### src/rtl/uart_pkg.sv
// uart_pkg
// Shared definitions for the UART receive and transmit paths.
// Holds the receive FSM state encoding, the oversampling constants and
// the default prescaler divide value used by uart_baud_tick.
// Optional feature macro: UART_RX_PARITY_EN.
// When it is defined, the PARITY state is used and even parity is checked.
package uart_pkg;

    typedef enum logic [2:0] {
        IDLE   = 3'd0,
        START  = 3'd1,
        DATA   = 3'd2,
        PARITY = 3'd3,
        STOP   = 3'd4,
        BREAK  = 3'd5
    } rx_state_t;

    // One serial bit lasts this many 16x ticks.
    localparam int TICKS_PER_BIT = 16;

    // The middle of the start bit is the eighth tick, which is count value 7.
    localparam logic [3:0] MID_SAMPLE = 4'd7;

    // 50 MHz / (2*(0x1A+1)*16) gives roughly 57600 baud.
    localparam logic [7:0] DEFAULT_CLK_DIV = 8'h1A;

endpackage

### src/rtl/uart_baud_tick.sv
// uart_baud_tick
// Prescaler that produces the 16x oversampling tick for the UART.
// The counter runs from 0 to 2*(CLK_DIV+1)-1, and tick16x is high for one
// clock at the terminal count. A synchronous clear restarts it at 0. The
// receiver uses the clear to align the ticks with a start edge. The
// transmit path is meant to reuse this block as well.
// Ports:
//   clk      in   system clock, rising edge
//   reset    in   asynchronous active-high reset
//   clear    in   synchronous restart of the prescaler count
//   tick16x  out  one-clock pulse at 16x the baud rate
module uart_baud_tick
    import uart_pkg::*;
#(
    parameter logic [7:0] CLK_DIV = DEFAULT_CLK_DIV
) (
    input  logic clk,
    input  logic reset,
    input  logic clear,
    output logic tick16x
);

    localparam int         TERM_I = 2 * (int'(CLK_DIV) + 1) - 1;
    localparam logic [8:0] TERM   = TERM_I[8:0];

    logic [8:0] count;

    // The free-running divide counter. It wraps at the terminal count, and
    // a clear request always wins so that a new frame starts from a clean
    // phase no matter where the count happened to be.
    always_ff @(posedge clk or posedge reset) begin
        if (reset) begin
            count <= 9'd0;
        end else if (clear) begin
            count <= 9'd0;
        end else if (count == TERM) begin
            count <= 9'd0;
        end else begin
            count <= count + 9'd1;
        end
    end

    assign tick16x = (count == TERM);

endmodule

### src/rtl/uart_rx_deser.sv
// uart_rx_deser
// Receive front end of the UART core. The block does the following:
//   - synchronises rxin;
//   - detects the falling edge of the start bit;
//   - samples each bit at its mid-point using the 16x tick;
//   - hands each completed byte downstream through a valid/ready holding register.
// Errors are reported as one-clock pulses:
//   - frame_err when the stop bit is sampled low;
//   - overrun when a byte completes while the holding register is still full.
// Optional macro UART_RX_PARITY_EN adds an even-parity bit after the data bits.
// A mismatch pulses parity_err. Without the macro, parity_err is tied 0.
// Ports:
//   clk         in   system clock, rising edge
//   reset       in   asynchronous active-high reset
//   rxin        in   serial line, idle high
//   rx_data     out  received byte, stable while rx_valid=1
//   rx_valid    out  byte available
//   rx_ready    in   consumer accepts when rx_valid & rx_ready
//   frame_err   out  pulse: stop bit sampled 0
//   overrun     out  pulse: byte completed while holding register full
//   parity_err  out  pulse: parity mismatch
module uart_rx_deser
    import uart_pkg::*;
#(
    parameter logic [7:0] CLK_DIV     = DEFAULT_CLK_DIV,
    parameter int         DATA_BITS   = 8,
    parameter int         SYNC_STAGES = 2
) (
    input  logic                 clk,
    input  logic                 reset,
    input  logic                 rxin,
    output logic [DATA_BITS-1:0] rx_data,
    output logic                 rx_valid,
    input  logic                 rx_ready,
    output logic                 frame_err,
    output logic                 overrun,
    output logic                 parity_err
);

    localparam int             BCW       = $clog2(DATA_BITS + 1);
    localparam logic [BCW-1:0] LAST_BIT  = BCW'(DATA_BITS - 1);
    localparam logic [3:0]     LAST_TICK = 4'(TICKS_PER_BIT - 1);

    logic [SYNC_STAGES-1:0] syncFf;
    logic                   rxSync;
    logic                   rxPrev;
    logic                   startEdge;
    rx_state_t              state;
    rx_state_t              nextState;
    logic                   tick16x;
    logic [3:0]             tickCnt;
    logic [BCW-1:0]         bitCnt;
    logic [DATA_BITS-1:0]   shiftReg;
    logic                   midSample;
    logic                   bitSample;
    logic                   prescClear;
    logic                   clearTick;
    logic                   shiftEn;
    logic                   byteDone;
    logic                   stopFail;
`ifdef UART_RX_PARITY_EN
    logic                   parityLoad;
    logic                   parityBad;
`endif

    // The metastability chain and the edge detector both reset to 1 (idle
    // line). Because of that, coming out of reset never looks like a start bit.
    always_ff @(posedge clk or posedge reset) begin
        if (reset) begin
            syncFf <= '1;
            rxPrev <= 1'b1;
        end else begin
            syncFf <= {syncFf[SYNC_STAGES-2:0], rxin};
            rxPrev <= rxSync;
        end
    end

    assign rxSync    = syncFf[SYNC_STAGES-1];
    assign startEdge = rxPrev & ~rxSync;
    assign midSample = tick16x & (tickCnt == MID_SAMPLE);
    assign bitSample = tick16x & (tickCnt == LAST_TICK);

    uart_baud_tick #(
        .CLK_DIV (CLK_DIV)
    ) baudTick (
        .clk     (clk),
        .reset   (reset),
        .clear   (prescClear),
        .tick16x (tick16x)
    );

    // State register for the receive FSM.
    always_ff @(posedge clk or posedge reset) begin
        if (reset) begin
            state <= IDLE;
        end else begin
            state <= nextState;
        end
    end

    // Next-state logic. A start bit that is high again at its mid-point is
    // treated as a glitch and dropped silently. A low stop bit parks the FSM
    // in BREAK until the line recovers, so a held-low line reports one error.
    always_comb begin
        nextState = state;
        case (state)
            IDLE:   if (startEdge) nextState = START;
            START:  if (midSample) nextState = rxSync ? IDLE : DATA;
`ifdef UART_RX_PARITY_EN
            DATA:   if (bitSample && (bitCnt == LAST_BIT)) nextState = PARITY;
            PARITY: if (bitSample) nextState = STOP;
`else
            DATA:   if (bitSample && (bitCnt == LAST_BIT)) nextState = STOP;
`endif
            STOP:   if (bitSample) nextState = rxSync ? IDLE : BREAK;
            BREAK:  if (rxSync) nextState = IDLE;
            default: nextState = IDLE;
        endcase
    end

    // FSM control outputs. The tick counter is held at zero while idle and
    // is rezeroed at the start-bit mid-point. After that it wraps naturally
    // every 16 ticks, so every later sample lands mid-bit.
    always_comb begin
        prescClear = 1'b0;
        clearTick  = 1'b0;
        shiftEn    = 1'b0;
        byteDone   = 1'b0;
        stopFail   = 1'b0;
`ifdef UART_RX_PARITY_EN
        parityLoad = 1'b0;
`endif
        case (state)
            IDLE: begin
                clearTick  = 1'b1;
                prescClear = startEdge;
            end
            START:  clearTick = midSample;
            DATA:   shiftEn   = bitSample;
`ifdef UART_RX_PARITY_EN
            PARITY: parityLoad = bitSample;
`endif
            STOP: begin
                byteDone = bitSample & rxSync;
                stopFail = bitSample & ~rxSync;
            end
            default: ;
        endcase
    end

    // Bit-level datapath: the tick counter, the data bit counter and the
    // LSB-first shift register. With parity enabled, the parity check result
    // is also latched here.
    always_ff @(posedge clk or posedge reset) begin
        if (reset) begin
            tickCnt  <= 4'd0;
            bitCnt   <= '0;
            shiftReg <= '0;
`ifdef UART_RX_PARITY_EN
            parityBad <= 1'b0;
`endif
        end else begin
            if (clearTick) begin
                tickCnt <= 4'd0;
            end else if (tick16x) begin
                tickCnt <= tickCnt + 4'd1;
            end
            if (state != DATA) begin
                bitCnt <= '0;
            end else if (shiftEn) begin
                bitCnt <= bitCnt + BCW'(1);
            end
            if (shiftEn) begin
                shiftReg <= {rxSync, shiftReg[DATA_BITS-1:1]};
            end
`ifdef UART_RX_PARITY_EN
            if (parityLoad) begin
                parityBad <= rxSync ^ (^shiftReg);
            end
`endif
        end
    end

    // Holding register and error pulses. A new byte may load in the same
    // cycle that the consumer takes the old one. If the register is full and
    // not being drained, the new byte is dropped and overrun is flagged.
    always_ff @(posedge clk or posedge reset) begin
        if (reset) begin
            rx_data    <= '0;
            rx_valid   <= 1'b0;
            frame_err  <= 1'b0;
            overrun    <= 1'b0;
            parity_err <= 1'b0;
        end else begin
            frame_err <= stopFail;
            overrun   <= byteDone & rx_valid & ~rx_ready;
`ifdef UART_RX_PARITY_EN
            parity_err <= byteDone & parityBad;
`else
            parity_err <= 1'b0;
`endif
            if (byteDone && (!rx_valid || rx_ready)) begin
                rx_data  <= shiftReg;
                rx_valid <= 1'b1;
            end else if (rx_valid && rx_ready) begin
                rx_valid <= 1'b0;
            end
        end
    end

endmodule

### config.mk
export PLATFORM = sky130hd
export DESIGN_NAME = uart_rx_deser
export DESIGN_NICKNAME = d
export VERILOG_FILES = /design/src/rtl/uart_pkg.sv /design/src/rtl/uart_baud_tick.sv /design/src/rtl/uart_rx_deser.sv
export SDC_FILE = /design/constraint.sdc
export NUM_CORES = 1
export LEC_CHECK = 0
export CAP_MARGIN = 10
export CORE_UTILIZATION = 40
export CTS_CLUSTER_SIZE = 28
export DETAILED_ROUTE_END_ITERATION = 16
export SYNTH_ARGS = -nofsm -noshare
export SYNTH_HDL_FRONTEND = slang
export SYNTH_SLANG_ARGS = --single-unit
### constraint.sdc
create_clock -name clk -period 6.5 [get_ports clk]
set_input_delay 1.95 -clock clk [delete_from_list [all_inputs] [get_ports clk]]
set_output_delay 1.95 -clock clk [all_outputs]
set_load 0.02 [all_outputs]
==> results.py, run 1 <==
metrics = {
    "floorplan": {
        "fp-row-count": 24,
        "die_w_um": 70.09,
        "start_util": 0.4201,
        "dieArea_um2": 4912,
        "coreArea_um2": 4414,
        "die-height_um": 70.09,
        "ios": 16,
    },
    "clocking": {
        "cts-buffers-inserted": 5,
        "insertion_delay_ps": 280,
        "clkTransAtPathRegs_ps": 70,
        "clock_tree.root_cell": "clkbuf_8",
        "htreeDepth": 2,
        "clockBufferDepth": 2,
        "cts_tree": "done",
        "cts_resized": 0,
        "clock_sinks": 42,
        "cts_hold_buf": 0,
        "cts_setup_buffers": 0,
    },
    "hold_path": {
        "hp-class": "reg -> reg",
        "hold_start": "syncFf[0]",
    },
    "sta": {
        "drv_slew": 0,
        "slew_headroom": 0.5959,
        "rsz0062_at_grt": "false",
        "final.setup.worst_slack_ps": 3190,
        "final-setup-viol-count": 0,
        "period_share": 0.5092,
        "period_minus_slack_ps": 3310,
        "hold_viol": 0,
        "whs_ps": 358.4,
        "setup_tns_ps": 0,
        "fmax_ghz": 0.3021,
        "worst_pin_slew_ps": 602.8,
        "finClkSkew_ps": 3.405,
    },
    "routing": {
        "postRouteAntennaNets": 0,
        "vias": 1216,
        "routedWlPerCell_um": 13.46,
        "drtIter0Drc": 41,
        "via_per_inst": 5.264,
        "remaining_drc_errors": 0,
        "dr.pass1.iters": 4,
        "wl_um": 3109,
    },
    "synth": {
        "syn_nets": 169,
        "synth_ff_type": "dfrtp_1",
        "syn_area_um2": 1854,
        "synth_edf_count": 0,
        "synth_area_per_cell_um2": 11.52,
        "yosysUniqueCellTypes": 33,
        "ys_async_sr_fraction": 1.000,
        "ys_seq_area_frac": 0.5688,
        "synth_top_area_frac": 0.5263,
        "yosys-top-cells-count": "dfrtp_1 (39), nor2_1 (20), mux2_2 (16), nand3_1 (10), xnor2_1 (9)",
        "syn-instance-count": 161,
        "synth_warnings": 0,
        "ys_seq_elements": 42,
        "synthTopCellsByArea": "dfrtp_1 (53%), mux2_2 (9.7%), dfstp_2 (4.3%)",
        "yosysTopAreaCell": "dfrtp_1",
        "post-synth-top-count-cell": "dfrtp_1",
    },
    "global_route": {
        "grt_max_degree": 43,
        "gr-usage-all-layers": 0.1458,
        "grt_pass1_wl_um": 5506,
        "grt_antenna_before_repair": 0,
        "grt_overflow": 0,
        "grt_pass1_vias": 1195,
    },
    "cells_and_area": {
        "insertedDiodeCount": 0,
        "nets": 186,
        "drive_above_1_share": 0.1788,
        "fillers": 404,
        "synthToLayoutAreaGrowth_pct": 15.99,
    },
    "critical_path": {
        "required_ps": 6670,
        "start_kind": "input port",
        "critPathKind": "in -> reg",
        "critPathLaunch": "rx_ready",
        "end_kind": "flip-flop",
        "r2r-start": "baudTick.count[3]",
        "critPathArrivalTime_ps": 3480,
        "cp_max_fo": 8,
    },
    "power": {
        "p_leak_nw": 0.9436,
        "irDropWorstVdd_v": 0.0001995,
        "power_density_nw_per_um2": 281.9,
    },
    "run": {
        "maxCapViolations": 0,
    },
    "place": {
        "io_buffers": 14,
        "dp_slack_ps": 2871,
        "dp_hpwl_um": 2208,
        "gp_congestion": 0.8504,
    },
    "run_status": {
        "status": "finished clean",
    },
}
-- where the power goes --
group | internal [mW] | total [mW] | leakage (nW) | switching [mW]
Combinational | 0.0434 | 0.0927 | 0.325 | 0.0494
Clock | 0.115 | 0.197 | 0.0524 | 0.0819
Sequential | 0.284 | 0.317 | 0.566 | 0.0325
Total | 0.443 | 0.606 | 0.944 | 0.164
-- sequential cells by signal (all words and copies together) (netlist names) --
name / flops
rx_valid: 1
syncFf: 2
frame_err: 1
rxPrev: 1
tickCnt: 4
state: 3
shiftReg: 8
overrun: 1
baudTick.count: 9
rx_data: 8
bitCnt: 4
-- cells in the final DEF, fill, tap and decap left out, types with 2 or more instances in the layout --
master / n
ha_1: 4
nor3_2: 2
xnor2_1: 9
clkdlybuf4s50_1: 14
nand2b_1: 2
dfstp_2: 3
mux2_2: 16
clkbuf_1: 2
inv_1: 4
nand4_1: 3
clkbuf_8: 5
nor2_1: 20
nand3_1: 10
nand2_1: 8
nor3_1: 8
xor2_1: 4
a21oi_1: 3
dfrtp_1: 39
and3_1: 3
nand3b_1: 2
or3_1: 3
-- path summary, 6_finish.rpt --
kind / to / cells past startpoint / slack [ps]
worst max-delay path: rx_data[0] / 5 / 3190
worst min-delay path: syncFf[1] / 0 / 360
worst max register to register: rx_data[0] / 4 / 4090
worst min register to register: syncFf[1] / 0 / 360
max in group asynchronous: rxPrev / 3 / 4030
min in group asynchronous: baudTick.count[0] / 3 / 2090
-- per-layer routing --
layer | GRT usage | routed length (um) | vias to the layer above | part of all wire
met3 | 0.04618 | 107 | 4 | 0.034
met1 | 0.1911 | 1520 | 602 | 0.49
met2 | 0.2212 | 1436 | 19 | 0.46
li1 | - | - | 591 | -
met4 | 0.06444 | 45 | 0 | 0.014
met5 | 0 | 0 | - | 0
-- area by class of cell --
type / count / area [um^2] / share of cell area
multi-input combinational: 110 / 762.0 / 0.3543
clock inverter: 1 / 30.03 / 0.01396
sequential: 42 / 1055 / 0.4904
tap: 52 / 65.06 / 0.03025
clock buffer: 7 / 76.32 / 0.03549
inverter: 4 / 15.01 / 0.006981
timing repair buffer: 15 / 147.6 / 0.06864
-- per-stage QoR --
stage / utilization / cells / instance area, um^2 / power, mW
2_1_floorplan: - / 161 / 1854 / 0.3933
4_1_cts: 0.4872 / 231 / 2151 / 0.6166
3_5_place_dp: 0.4632 / 223 / 2044 / 0.4154
5_1_grt: 0.4872 / 231 / 2151 / 0.6459
3_3_place_gp: 0.4632 / 223 / 2044 / 0.4116
6_report: 0.4872 / 231 / 2151 / 0.6063
-- critical path, cell delays in order --
cell and delay [ps]:
clkdlybuf4s50_1 450, nand2b_1 130, nand2_1 70, nor3_2 470, mux2_2 410
-- kinds of logic (layout without fill, tap and decap cells) --
kind of cell,count (synthesis),in the layout,synth area share
xor+xnor,13,13,0.06140
compound gates,7,7,0.02294
buf+inv,9,27,0.02024
other cells,1,1,0.002022
simple gates,69,69,0.2004
mux,16,16,0.09716
flops,42,42,0.5688
fa+ha+maj,4,4,0.02699
Note: power is estimated with default switching activity, not from simulation.
==> run 2, diff against run 1 <==
==> constraint.sdc (replaced) <==
create_clock -name clk -period 2.8 [get_ports clk]
set_input_delay 0.84 -clock clk [delete_from_list [all_inputs] [get_ports clk]]
set_output_delay 0.84 -clock clk [all_outputs]
set_load 0.02 [all_outputs]
==> run 2 against run 1 <==
  * Global-route usage increased by 0.14 points
  * Non-clock buffer count increased by 2
  * Utilization fell by 0.20 points
  * Total power is 120% higher
  * Highest routed layer unchanged
  * Die area unchanged
  * Largest cell class unchanged
==> results.py, run 2 (same netlist as run 1, synthesis figures left out) <==
metrics = {
    "power": {
        "power_density_nw_per_um2": 615.3,
        "irDropWorstVdd_v": 0.0005299,
        "p_leak_nw": 0.9470,
        "total_power_mw": 1.318,
    },
    "floorplan": {
        "ios": 16,
        "fp-row-count": 24,
        "dieArea_um2": 4912,
        "die_w_um": 70.09,
        "start_util": 0.4201,
        "coreArea_um2": 4414,
        "die-height_um": 70.09,
    },
    "cells_and_area": {
        "fillers": 398,
        "final_common_cell": "dfrtp_1",
        "largest-register": "baudTick.count",
        "insertedDiodeCount": 0,
        "multiInputGateArea_um2": 762.0,
        "synthToLayoutAreaGrowth_pct": 15.52,
        "final_util": 0.4853,
        "biggestRegsByFlops": "baudTick.count x9, rx_data x8, shiftReg x8",
        "nets": 188,
        "fin_area_um2": 2142,
        "finalNonFillerCells": 233,
        "mostFrequentLayoutCells": "dfrtp_1 (39), nor2_1 (20), mux2_2 (16)",
        "drive_above_1_share": 0.1934,
        "largest_reg_flops": 9,
        "regArea_um2": 1055,
    },
    "clocking": {
        "cts_resized": 0,
        "cts-buffers-inserted": 5,
        "clockBufferDepth": 2,
        "htreeDepth": 2,
        "clock_sinks": 42,
        "cts_hold_buf": 0,
        "clkTransAtPathRegs_ps": 80,
        "cts_setup_buffers": 0,
        "clock_tree.root_cell": "clkbuf_8",
        "insertion_delay_ps": 290,
        "cts_tree": "done",
    },
    "run": {
        "maxCapViolations": 0,
    },
    "sta": {
        "worst_pin_slew_ps": 512.1,
        "finClkSkew_ps": 4.903,
        "slew_headroom": 0.6560,
        "final.setup.worst_slack_ps": 580.2,
        "fmax_ghz": 0.4505,
        "setup_tns_ps": 0,
        "period_minus_slack_ps": 2220,
        "hold_viol": 0,
        "drv_slew": 0,
        "final-setup-viol-count": 0,
        "period_share": 0.7928,
        "rsz0062_at_grt": "false",
        "whs_ps": 358.9,
    },
    "place": {
        "dp_slack_ps": 552.4,
        "placed_area_um2": 2059,
        "placed_cells": 225,
        "gp_congestion": 0.7945,
        "dp_hpwl_um": 2230,
        "io_buffers": 14,
    },
    "global_route": {
        "grt_pass1_vias": 1226,
        "grt_max_degree": 43,
        "grt_pass1_wl_um": 5616,
        "gr-usage-all-layers": 0.1472,
        "grt_overflow": 0,
        "grt_antenna_before_repair": 0,
    },
    "critical_path": {
        "crit_chain": "or4_4 > or4_1 > and3_1 > or3_1",
        "start_kind": "flip-flop",
        "cp_max_fo": 5,
        "required_ps": 2970,
        "cp_slowest_stage_delay_ps": 590,
        "end_kind": "flip-flop",
        "critPathKind": "reg -> reg",
        "critPathArrivalTime_ps": 2390,
        "slowest_stage": "or4_4",
    },
    "routing": {
        "drtIter0Drc": 47,
        "vias": 1240,
        "remaining_drc_errors": 0,
        "dr.pass1.iters": 4,
        "wl_um": 3105,
        "via_per_inst": 5.322,
        "postRouteAntennaNets": 0,
        "routedWlPerCell_um": 13.33,
    },
    "run_status": {
        "status": "finished clean",
    },
    "hold_path": {
        "hp-class": "reg -> reg",
    },
}
## run 2: layout make-up
type	count	area share
inverters	4	0.007009
well taps	52	0.03037
flip-flops and latches	42	0.4924
multi-input cells	110	0.3557
clock inverters	2	0.004673
clock buffers	6	0.03388
repair buffers	17	0.07593
## run 2: worst max-delay path, delay by kind of cell, from the launching register on
kind | cells | cell delay, ps
and+or+nand+nor | 4 | 1660
DFF | 1 | 450
## run 2: where the power goes
group	internal (mW)	switching (mW)	leakage (nW)
combinational	0.100	0.114	0.336
sequential	0.660	0.0752	0.566
clock	0.173	0.196	0.0450
total	0.933	0.385	0.947
## run 2: final timing paths
path | cells after the start | to | startpoint | slack [ps]
min | 0 | syncFf[1] | syncFf[0] | 360
min in group asynchronous | 3 | rx_data[1] | reset | 980
max | 4 | state[0] | baudTick.count[3] | 580
max reg2reg | 4 | state[0] | baudTick.count[3] | 580
max in group asynchronous | 3 | rxPrev | reset | 1460
min reg2reg | 0 | syncFf[1] | syncFf[0] | 360
## run 2: layer usage
layer	wire length [um]	up-vias	GRT usage
met5	0	-	0
met4	65	0	0.06667
met3	96	6	0.03896
met2	1394	16	0.2147
met1	1549	621	0.2053
li1	-	597	-
